File: src/rtl/ttc_broadcast_scheduler.sv
// ttc_broadcast_scheduler
// Generates TTC Channel B broadcast commands locally while the TTC link is in
// loopback. Single-cycle requests (event-count reset, timestamp reset,
// fill-type switch, async pulse storage start/stop) are captured into pending
// slots, arbitrated with fixed priority evt > ts > fill > async, and issued one
// at a time as a one-cycle strobe followed by GAP_CYCLES idle cycles.
//
// Ports:
//   clk, reset        sole clock, synchronous active-high reset
//   sched_enable      1 = may start a new issue, 0 = hold pending requests
//   req_evt_reset     pulse: event count reset request
//   req_ts_reset      pulse: timestamp reset request
//   req_fill          pulse: fill-type switch request, with req_fill_type[4:0]
//   req_async_start   pulse: start async pulse storage
//   req_async_stop    pulse: stop async pulse storage
//   chan_b_info[5:0]  Brcst[7:2] payload, zero when chan_b_valid is low
//   chan_b_valid      one-cycle broadcast strobe
//   evt_count_reset   one-cycle event count reset, coincident with an evt strobe
//   pending[3:0]      {async,fill,ts,evt} pending flags
//   busy              high while issuing or in holdoff
//   merge_count       requests folded into an already-pending slot
//
// Configuration macro: TTC_SCHED_MERGE_CNT_EN enables the saturating
// merge_count counter; when undefined merge_count is tied to zero.

module ttc_broadcast_scheduler #(
  parameter int GAP_CYCLES = 4,
  parameter int MERGE_W    = 16
) (
  input  logic               clk,
  input  logic               reset,
  input  logic               sched_enable,
  input  logic               req_evt_reset,
  input  logic               req_ts_reset,
  input  logic               req_fill,
  input  logic [4:0]         req_fill_type,
  input  logic               req_async_start,
  input  logic               req_async_stop,
  output logic [5:0]         chan_b_info,
  output logic               chan_b_valid,
  output logic               evt_count_reset,
  output logic [3:0]         pending,
  output logic               busy,
  output logic [MERGE_W-1:0] merge_count
);

  typedef enum logic [1:0] {IDLE, ISSUE, HOLD} state_t;

  state_t      state, state_next;
  logic [7:0]  hold_cnt;
  logic [3:0]  pend_q;
  logic [3:0]  req_vec;
  logic [3:0]  grant;
  logic        start_issue;
  logic [4:0]  fill_type_q;
  logic        async_stop_q;
  logic [5:0]  payload_q;
  logic        payload_evt_q;

  // Request vector in pending-flag order and the one-hot grant for an issue
  // starting this cycle; grant is zero unless IDLE, enabled and work pending.
  always_comb begin
    req_vec     = {req_async_start | req_async_stop, req_fill, req_ts_reset, req_evt_reset};
    start_issue = (state == IDLE) && sched_enable && (pend_q != 4'b0000);
    grant       = 4'b0000;
    if (start_issue) begin
      if (pend_q[0])      grant = 4'b0001;
      else if (pend_q[1]) grant = 4'b0010;
      else if (pend_q[2]) grant = 4'b0100;
      else                grant = 4'b1000;
    end
  end

  // Next-state logic: one ISSUE cycle, then GAP_CYCLES of HOLD.
  always_comb begin
    state_next = state;
    case (state)
      IDLE:  if (start_issue) state_next = ISSUE;
      ISSUE: state_next = HOLD;
      HOLD:  if (hold_cnt == 8'(GAP_CYCLES - 1)) state_next = IDLE;
      default: state_next = IDLE;
    endcase
  end

  // State register and holdoff counter; the counter restarts at zero on
  // every cycle outside HOLD so each HOLD visit lasts exactly GAP_CYCLES.
  always_ff @(posedge clk) begin
    if (reset) begin
      state    <= IDLE;
      hold_cnt <= 8'd0;
    end else begin
      state    <= state_next;
      hold_cnt <= (state == HOLD) ? hold_cnt + 8'd1 : 8'd0;
    end
  end

  // Pending slots and stored slot values. A request arriving on the edge its
  // own slot is granted re-pends the slot. Stop beats start on the same edge.
  always_ff @(posedge clk) begin
    if (reset) begin
      pend_q       <= 4'b0000;
      fill_type_q  <= 5'd0;
      async_stop_q <= 1'b0;
    end else begin
      pend_q <= (pend_q & ~grant) | req_vec;
      if (req_fill) fill_type_q <= req_fill_type;
      if (req_async_stop)       async_stop_q <= 1'b1;
      else if (req_async_start) async_stop_q <= 1'b0;
    end
  end

  // Payload latched at the IDLE->ISSUE edge from the winning slot.
  always_ff @(posedge clk) begin
    if (reset) begin
      payload_q     <= 6'd0;
      payload_evt_q <= 1'b0;
    end else if (start_issue) begin
      payload_evt_q <= grant[0];
      case (grant)
        4'b0001: payload_q <= 6'b000000;
        4'b0010: payload_q <= 6'b001010;
        4'b0100: payload_q <= {fill_type_q, 1'b1};
        default: payload_q <= async_stop_q ? 6'b100000 : 6'b110000;
      endcase
    end
  end

  assign chan_b_valid    = (state == ISSUE);
  assign chan_b_info     = chan_b_valid ? payload_q : 6'd0;
  assign evt_count_reset = chan_b_valid & payload_evt_q;
  assign pending         = pend_q;
  assign busy            = (state != IDLE);

`ifdef TTC_SCHED_MERGE_CNT_EN
  logic [3:0]         merge_slots;
  logic [2:0]         merge_inc;
  logic [MERGE_W:0]   merge_sum;
  logic [MERGE_W-1:0] merge_q;

  // A merge is a request landing on a slot that stays pending through this
  // edge, plus a discarded start when start and stop arrive together.
  always_comb begin
    merge_slots = pend_q & ~grant & req_vec;
    merge_inc   = 3'(merge_slots[0]) + 3'(merge_slots[1]) + 3'(merge_slots[2])
                + 3'(merge_slots[3]) + 3'(req_async_start & req_async_stop);
    merge_sum   = {1'b0, merge_q} + (MERGE_W + 1)'(merge_inc);
  end

  // Saturating merge counter.
  always_ff @(posedge clk) begin
    if (reset)                merge_q <= '0;
    else if (merge_sum[MERGE_W]) merge_q <= '1;
    else                      merge_q <= merge_sum[MERGE_W-1:0];
  end

  assign merge_count = merge_q;
`else
  assign merge_count = '0;
`endif

endmodule

File: config.mk
export PLATFORM = sky130hd
export DESIGN_NAME = ttc_broadcast_scheduler
export DESIGN_NICKNAME = d
export VERILOG_FILES = /design/src/rtl/ttc_broadcast_scheduler.sv
export SDC_FILE = /design/constraint.sdc
export NUM_CORES = 1
export LEC_CHECK = 0
export CAP_MARGIN = 20
export CORE_UTILIZATION = 45
export CTS_CLUSTER_SIZE = 28
export DETAILED_ROUTE_END_ITERATION = 6
export PLACE_DENSITY = 0.78
export SETUP_SLACK_MARGIN = 0.05
export SYNTH_ARGS = -nofsm -noshare
export SYNTH_HDL_FRONTEND = slang
export SYNTH_SLANG_ARGS = --single-unit
File: constraint.sdc
create_clock -name clk -period 2 [get_ports clk]
set_input_delay 0.5 -clock clk [delete_from_list [all_inputs] [get_ports clk]]
set_output_delay 0.5 -clock clk [all_outputs]
set_load 0.01 [all_outputs]
[Word-level counts from Yosys, hierarchy flattened]
Index checks and enable logic that the tools add are counted.
Operators by class
  add/sub/neg operators: 1
  eq/ne operators: 8
  muxes and demuxes: 12
  bitwise operators: 6
  reductions and logical operators: 8
Operators by type and width (number)
  $pmux 6 s3: 1
  $mux 4: 4
  $add 8x1->8 const B: 1
  $eq 8x2->1 const B: 1
  $mux 6: 1
  $pmux 2 s3: 1
  $mux 5: 1
  $and 4x4->4: 1
  $eq 4x1->1 const B: 1
  $eq 4x2->1 const B: 1
  $eq 4x3->1 const B: 1
  $mux 2: 2
  $ne 2x2->1 const B: 2
  $not 4->4: 1
  $or 4x4->4: 1
  $reduce_bool 2->1: 2
  $reduce_bool 4->1: 1
  $eq 2x1->1 const B: 1
  $eq 2x2->1 const B: 1
  $logic_and 1x1->1: 2
  $logic_not 2->1: 1
  $mux 1: 2
  $reduce_and 2->1: 1
  $reduce_or 2->1: 1
  3 further kinds: 3
Storage, ports and cells
  register bits: 27
  input port bits: 13
  output and inout port bits: 29
  word-level logic and storage cells: 42

[Depth between registers and ports, before layout]
  word-level depth: 7
  depth in mapped cells: 4
  depth with buffers taken out: 4

[Least setup slack after synthesis]
OpenSTA, ideal clock, no wires.
  kind: input to register
  start: input sched_enable
  end: register payload_q[1]
  setup time: 0.106 ns
  data arrival time: 1.425 ns
  data required time: 1.894 ns
  slack: 0.469 ns
  cell stages on the path: 3
  path through: or3b_1 > or4b_1 > o311ai_0
Between the ends
  word-level cells in the longest chain between the ends: 5
Ends and longest elaborated chain
  from (decl): RTL line 32  | input logic sched_enable,
  $logic_and 1x1->1 (*) (2 in series): RTL line 64  | start_issue = (state == IDLE) && sched_enable && (pend_q != 4'b0000);
  $mux 4: RTL line 66  | if (start_issue) begin
  $eq 4x3->1 (tied with other cells): RTL line 119  | case (grant)
  $pmux 6 s3: RTL line 119
  to (signal assigned): RTL line 122  | 4'b0100: payload_q <= {fill_type_q, 1'b1};
  to (signal assigned): RTL line 123  | default: payload_q <= async_stop_q ? 6'b100000 : 6'b110000;
  to (decl): RTL line 57  | logic [5:0] payload_q;
Mark *: on every way between the ends. The rest lies on a longest branch, timed or not.
A chain may end at the register's enable or synchronous reset.

[Worst setup path after layout]
  start: register state[0]
  end: output chan_b_info[0]
Between the ends
  word-level cells in the longest chain between the ends: 2
Ends and longest elaborated chain
  from (decl): RTL line 49  | state_t state, state_next;
  from (signal assigned): RTL line 92  | state <= state_next;
  $eq 2x1->1: RTL line 128  | assign chan_b_valid = (state == ISSUE);
  $mux 6: RTL line 129  | assign chan_b_info = chan_b_valid ? payload_q : 6'd0;
  to (decl): RTL line 39  | output logic [5:0] chan_b_info,
No other way between the ends.

==> results_tabular.tex <==
\begin{tabular}{lr}
\hline
Metric & Value \\
\hline
\multicolumn{2}{l}{\textbf{Run status}} \\
\quad Result of the run & finished clean \\
\multicolumn{2}{l}{\textbf{Placed design}} \\
\quad Placement Cell Area & 1515 sq um \\
\quad Port Buffer Count & 25 \\
\quad Worst slack, placed & -0.06937 ns \\
\quad GP Congestion & 0.7599 \\
\quad Estimated wirelength of the detail-placed design & about 1800 um \\
\multicolumn{2}{l}{\textbf{Floorplan}} \\
\quad Full die area & 3027 sq um \\
\quad Area of the core & 2567 sq um \\
\quad Initial core utilization & 49.27\% \\
\quad Rows & 18 \\
\quad Boundary pin count & 42 \\
\quad Die width & 55.02 um \\
\quad Die boundary height & $\sim$55 um \\
\multicolumn{2}{l}{\textbf{Layout}} \\
\quad Ratio of cells with drive above 1 in the final layout & 9.143\% \\
\quad Fin area & 1541 sq um \\
\quad Layout overhead on the synthesized area & 21.86\% \\
\quad \# diodes & 0 \\
\quad Fillers & 233 \\
\quad Most common cell after layout, fill and taps aside & sky130\_fd\_sc\_hd\_\_dfxtp\_1 \\
\quad Final core area utilization & 60.04\% \\
\quad Number of nets in the layout & 190 \\
\quad Most frequent cells in the layout & sky130\_fd\_sc\_hd\_\_dfxtp\_1 (24), sky130\_fd\_sc\_hd\_\_nor2\_1 (16), sky130\_fd\_sc\_hd\_\_conb\_1 (16), sky130\_fd\_sc\_hd\_\_clkdlybuf4s50\_1 (16), sky130\_fd\_sc\_hd\_\_a21oi\_1 (13) \\
\multicolumn{2}{l}{\textbf{Timing}} \\
\quad Post-Route Setup TNS & 0 ns \\
\quad Maximum clock rate & around 540 MHz \\
\quad Fin worst setup slack & 0.1524 ns \\
\quad Setup-failing EPs final & 0 \\
\quad Fin crit share & between 90 and 100\% \\
\quad Clock Skew & 0.001580 ns \\
\quad Setup repair after global routing missed its margin & no \\
\quad Max-Slew Margin vs Limit & 61.22\% \\
\quad Count of final hold-check violations & 0 \\
\quad Number of pins exceeding their max-slew limit in the final report & 0 \\
\quad Slew @ Worst Pin & between 0.5 and 0.6 ns \\
\quad Tmin final & 1.848 ns \\
\multicolumn{2}{l}{\textbf{Logic synthesis}} \\
\quad Synthesized area divided by synthesized cell count & 8.664 sq um \\
\quad Gate Count Post-Synth & 146 \\
\quad Number of storage elements in the synthesis netlist & 27 \\
\quad Post-synth cell types & 33 \\
\quad Async set or reset register ratio after synthesis & 0\% \\
\quad Post-synth EDFFs & 0 \\
\quad Synth warn & 0 \\
\quad Most instantiated flip-flop cell in the synthesis netlist & sky130\_fd\_sc\_hd\_\_dfxtp\_1 \\
\quad Post-Synthesis Cell Area & 1265 sq um \\
\quad Sequential element share of the synthesized area & 42.73\% \\
\multicolumn{2}{l}{\textbf{Critical path}} \\
\quad Crit path required time & 1.50 ns \\
\quad Category of the most critical setup path & flop to primary output \\
\quad Crit-path max FO & 5 \\
\quad Data arrival time of the worst path & 1.35 ns \\
\quad Critical path capture point type & primary output \\
\quad Destination of the worst register-to-register timing path & state[1] \\
\quad Nature of the critical path startpoint & flop \\
\quad Startpoint of the worst-slack reg-to-reg timing path & hold\_cnt[0] \\
\quad R2R cell count & 4 \\
\quad Capture point of the critical path & chan\_b\_info[0] \\
\quad Origin of the worst setup path & state[0] \\
\quad Reg2reg setup slack & 0.39 ns \\
\multicolumn{2}{l}{\textbf{Pwr}} \\
\quad Max rail drop VDD & 0.4331 mV \\
\quad Leakage power total & between 0.6 and 0.7 nW \\
\quad Total power & 0.0009746 W \\
\quad Power Dens Cells & $\sim$630 nW/um\^{}2 \\
\multicolumn{2}{l}{\textbf{GRT}} \\
\quad Number of antenna violations at the first check in global routing & 0 \\
\quad Global-route wire length before repair & between 3000 and 4000 um \\
\quad Congestion Overflow GR & 0 \\
\quad Maximum number of pins on one net before global-route repair & 24 \\
\quad Via count of the first global-routing pass & 948 \\
\quad Overall Global Routing Usage & 17.70\% \\
\multicolumn{2}{l}{\textbf{Detailed routing}} \\
\quad Drt initial violations & 14 \\
\quad Post-detailed-route DRC marker count & 0 \\
\quad Number of antenna-violating nets in the routed design & 0 \\
\quad Total wire length after detailed routing & 2412 um \\
\quad Routed wirelength normalized by instance count & between 10 and 15 um \\
\quad Total number of vias & 1045 \\
\quad Via density per instance & about 5.1 \\
\quad Drt first pass iters & 4 \\
\multicolumn{2}{l}{\textbf{Clock network}} \\
\quad Post-CTS Setup Repair Bufs & 0 \\
\quad Clock transition at path regs & 0.14 ns \\
\quad Cell at the root of the clock tree & sky130\_fd\_sc\_hd\_\_clkbuf\_4 \\
\quad Sink Count & 27 \\
\quad CTS tree & built \\
\quad Maximum buffer depth of the clock tree & 2 \\
\quad H-Tree Depth & 1 \\
\quad Total clock buffers created by CTS & 3 \\
\quad Skew-Pair Late Insertion Delay & 0.32 ns \\
\multicolumn{2}{l}{\textbf{Worst hold path}} \\
\quad Hold/Removal Path Class & flop to flop \\
\multicolumn{2}{l}{\textbf{Run}} \\
\quad Max-cap violation count & 0 \\
\hline
\end{tabular}
-- per-stage QoR --
step | hold slack [ns] | cells
6_report | 0.4924 | 205
5_1_grt | 0.5130 | 205
4_1_cts | 0.4891 | 205
3_5_place_dp | 0.4708 | 201
3_3_place_gp | 0.4649 | 201
2_1_floorplan | 0.4413 | 161
-- cell type report --
type,count,area (sq um),area share [%]
clock buffer,4,26.28,1.705
inverter,7,26.28,1.705
multi-input combinational,106,623.1,40.42
sequential,27,544.3,35.31
tap,30,37.54,2.435
timing repair buffer,31,284.0,18.43
-- cells in the mapped netlist (all sizes together) (2+ instances only) --
library cell | number | share of area (%)
dfxtp | 27 | 43
or3 | 3 | 1.5
nand4b | 3 | 2.1
nor2b | 3 | 1.5
xor2 | 2 | 1.4
o21ai | 9 | 3.6
clkbuf | 4 | 1.2
or4b | 2 | 1.6
buf | 17 | 9.8
nor3 | 2 | 0.79
nand3 | 6 | 2.4
nor3b | 2 | 1.6
a21oi | 13 | 5.1
nand2b | 2 | 0.99
and2 | 6 | 3.0
inv | 7 | 2.1
nor2 | 16 | 4.7
o41ai | 2 | 1.4
o311ai | 2 | 1.4
nand2 | 3 | 0.89
mux2i | 5 | 4.0
-- layer usage --
| layer | GRT usage (%) | vias to the layer above | wire length [um] |
|---|---|---|---|
| met5 | 0 | - | 0 |
| met4 | 7.083 | 0 | 9 |
| met3 | 3.005 | 2 | 101 |
| met2 | 32.13 | 29 | 1222 |
| met1 | 20.37 | 482 | 1078 |
| li1 | - | 532 | - |
-- where the power goes --
part	internal (W)	switching, W	leakage, nW
sequential	0.000563	0.0000199	0.222
clock	0.0000780	0.000152	0.0150
combinational	0.0000794	0.0000824	0.398
total	0.000720	0.000254	0.635
-- critical path: stages (launching register included) --
cell	delay, ns
sky130_fd_sc_hd__dfxtp_1	0.35
sky130_fd_sc_hd__nor2b_4	0.17
sky130_fd_sc_hd__buf_4	0.13
sky130_fd_sc_hd__and2_1	0.12
sky130_fd_sc_hd__dlygate4sd2_1	0.26
-- sequential cells by signal, indices dropped and copies added (netlist names) --
name           flops
hold_cnt           8
payload_q          6
fill_type_q        5
pending            4
state              2
async_stop_q       1
payload_evt_q      1
-- what timing repair did --
item / CTS / global route
setup endpoints to repair: 9 / 2
gates resized for setup: 12 / 2
hold buffers: 0 / 0
hold endpoints to repair: 0 / 0
-- worst min-delay path by stage --
| stage | from | to | slack [ns] | depth (start not counted) |
|---|---|---|---|---|
| finish | fill_type_q[1] | payload_q[2] | 0.49 | 2 |
| CTS | payload_q[5] | payload_q[5] | 0.49 | 2 |
| detailed placement | payload_q[5] | payload_q[5] | 0.47 | 2 |
| floorplan | hold_cnt[0] | hold_cnt[0] | 0.44 | 1 |
| global placement | payload_q[5] | payload_q[5] | 0.46 | 2 |
| global route | fill_type_q[1] | payload_q[2] | 0.51 | 2 |
-- cells by family after synthesis --
kind of cell             Yosys count  share of synthesized area (%)
buffers and inverters             28                          13.06
other                              1                         0.2965
adder cells (fa/ha/maj)            1                         0.9890
XOR/XNOR                           3                          2.078
flip-flops                        27                          42.73
AND/OR/NAND/NOR                   52                          23.64
multiplexers                       5                          3.957
AO/OA/AOI/OAI                     29                          13.25
(Power assumes the default switching activity.)
==> edit: new RTL, config.mk and constraints unchanged <==
`MERGE_W`: 16 -> 32.
--- a/src/rtl/ttc_broadcast_scheduler.sv
+++ b/src/rtl/ttc_broadcast_scheduler.sv
@@ -25,7 +25,7 @@
 
 module ttc_broadcast_scheduler #(
   parameter int GAP_CYCLES = 4,
-  parameter int MERGE_W    = 16
+  parameter int MERGE_W    = 32
 ) (
   input  logic               clk,
   input  logic               reset,
Ports: changed (resized merge_count); port bits go from 42 to 58. The function was not compared with the original's and may differ.
==> edit against the original RTL <==
The run now ends with DRC left; power is 1.9% higher; area after synthesis rose by 9.5%; sequential cell count stayed put; worst setup slack worse by 26 ps; routed wire length increased by 11%; design area up 4.6%; largest power group unchanged; critical path type unchanged; combinational power grew 13%.
==> edit: results <==
metrics = {
    "outcome": {
        "status": "complete, but fails checks",
        "violations": "DRC",
    },
    "finish": {
        "nFillCells": 269,
        "drive_gt1_share_pct": 8.81,
        "fin_nets": 208,
    },
    "global_route": {
        "first_global_vias": 1042,
        "grt_use_total_pct": 16.9,
        "grt_max_degree": 17,
    },
    "power": {
        "p_sw_mw": 0.271,
        "ir_drop_uv": 350,
        "p_leak_nw": 0.691,
    },
    "place": {
        "finalWeightedCongestion": 0.842,
        "hpwl_um": 2090,
        "pre_cts_slack_ps": -107,
    },
    "logic_synthesis": {
        "synth_area_leaders": "dfxtp_1 (39%), buf_4 (17%), a21oi_1 (4.7%), nor2_1 (4.3%), mux2i_1 (3.6%)",
        "synth_top_cells_by_count": "buf_4 (32), dfxtp_1 (27), nor2_1 (16), a21oi_1 (13), o21ai_0 (9)",
        "synth_seq_area_share_pct": 39.0,
    },
    "drt": {
        "first_pass_iters": 7,
        "vias_per_cell": 4.96,
        "drc": 5,
        "routed_wl_um": 2690,
    },
    "timing": {
        "skew_ps": 4.86,
        "relSlewSlack_pct": 62.6,
    },
    "worst_setup_path": {
        "worstPathArrival_ps": 1370,
        "worstPathMaxFanout": 6,
    },
}
-- edit: cell count changes after synthesis, sizes merged --
cell	before	now
buf	17	33
-- edit: cell families (layout without fill, tap and decap cells) --
group / after synthesis / count (layout) / synth area share (%)
fa+ha+maj: 1 / 1 / 0.903
mux: 5 / 5 / 3.61
compound gates: 29 / 29 / 12.1
flops: 27 / 27 / 39.0
other cells: 1 / 32 / 0.271
xor+xnor: 3 / 3 / 1.90
simple gates: 52 / 52 / 21.6
buf+inv: 44 / 44 / 20.6
-- edit: power by group through the flow --
stage          Clock (mW)  Sequential (mW)  Combinational, mW
2_1_floorplan           0            0.592              0.146
3_3_place_gp            0            0.589              0.179
3_5_place_dp            0            0.590              0.185
4_1_cts             0.237            0.579              0.182
5_1_grt             0.257            0.583              0.203
6_report            0.231            0.579              0.183
-- edit: final timing paths --
path	start	to	slack, ps	cells past startpoint
setup / recovery	state[0]	chan_b_info[4]	130	4
hold reg to reg	payload_evt_q	payload_evt_q	490	2
hold / removal	payload_evt_q	payload_evt_q	490	2
setup reg to reg	pending[0]	payload_q[3]	380	4
-- edit: cell type report --
class / count / area (um^2) / area share [%]
clock buffer: 4 / 26.3 / 1.63
tap: 31 / 38.8 / 2.40
multi-input combinational: 122 / 678 / 42.0
timing repair buffer: 33 / 300 / 18.6
inverter: 7 / 26.3 / 1.63
sequential: 27 / 543 / 33.7
-- edit: routing by layer --
metal	part of all wire (%)	vias to the layer above	global-route usage (%)
li1	-	549	-
met5	0	-	0
met3	4.9	4	2.27
met1	43	510	21.2
met2	51	47	29.1
met4	1.4	0	7.32
-- edit: critical path: cells and delay by family (launching register included) --
| kind | cells | cell delay, ps |
|---|---|---|
| flip-flops | 1 | 340 |
| buffers and inverters | 2 | 430 |
| AND/OR/NAND/NOR | 2 | 290 |
-- edit: what timing repair did --
| action | 4_1_cts | 5_1_grt |
|---|---|---|
| setup endpoints to repair | 9 | 4 |
| hold endpoints to repair | 0 | 0 |
| resized for setup | 10 | 3 |
-- edit: per-stage QoR --
step,area [um^2],TNS [ps],hold WS [ps],cells
3_5_place_dp,1590,-178,471,220
2_1_floorplan,1500,0,441,193
4_1_cts,1610,0,489,224
3_3_place_gp,1590,-54.6,459,220
5_1_grt,1610,0,513,224
6_report,1610,0,489,224
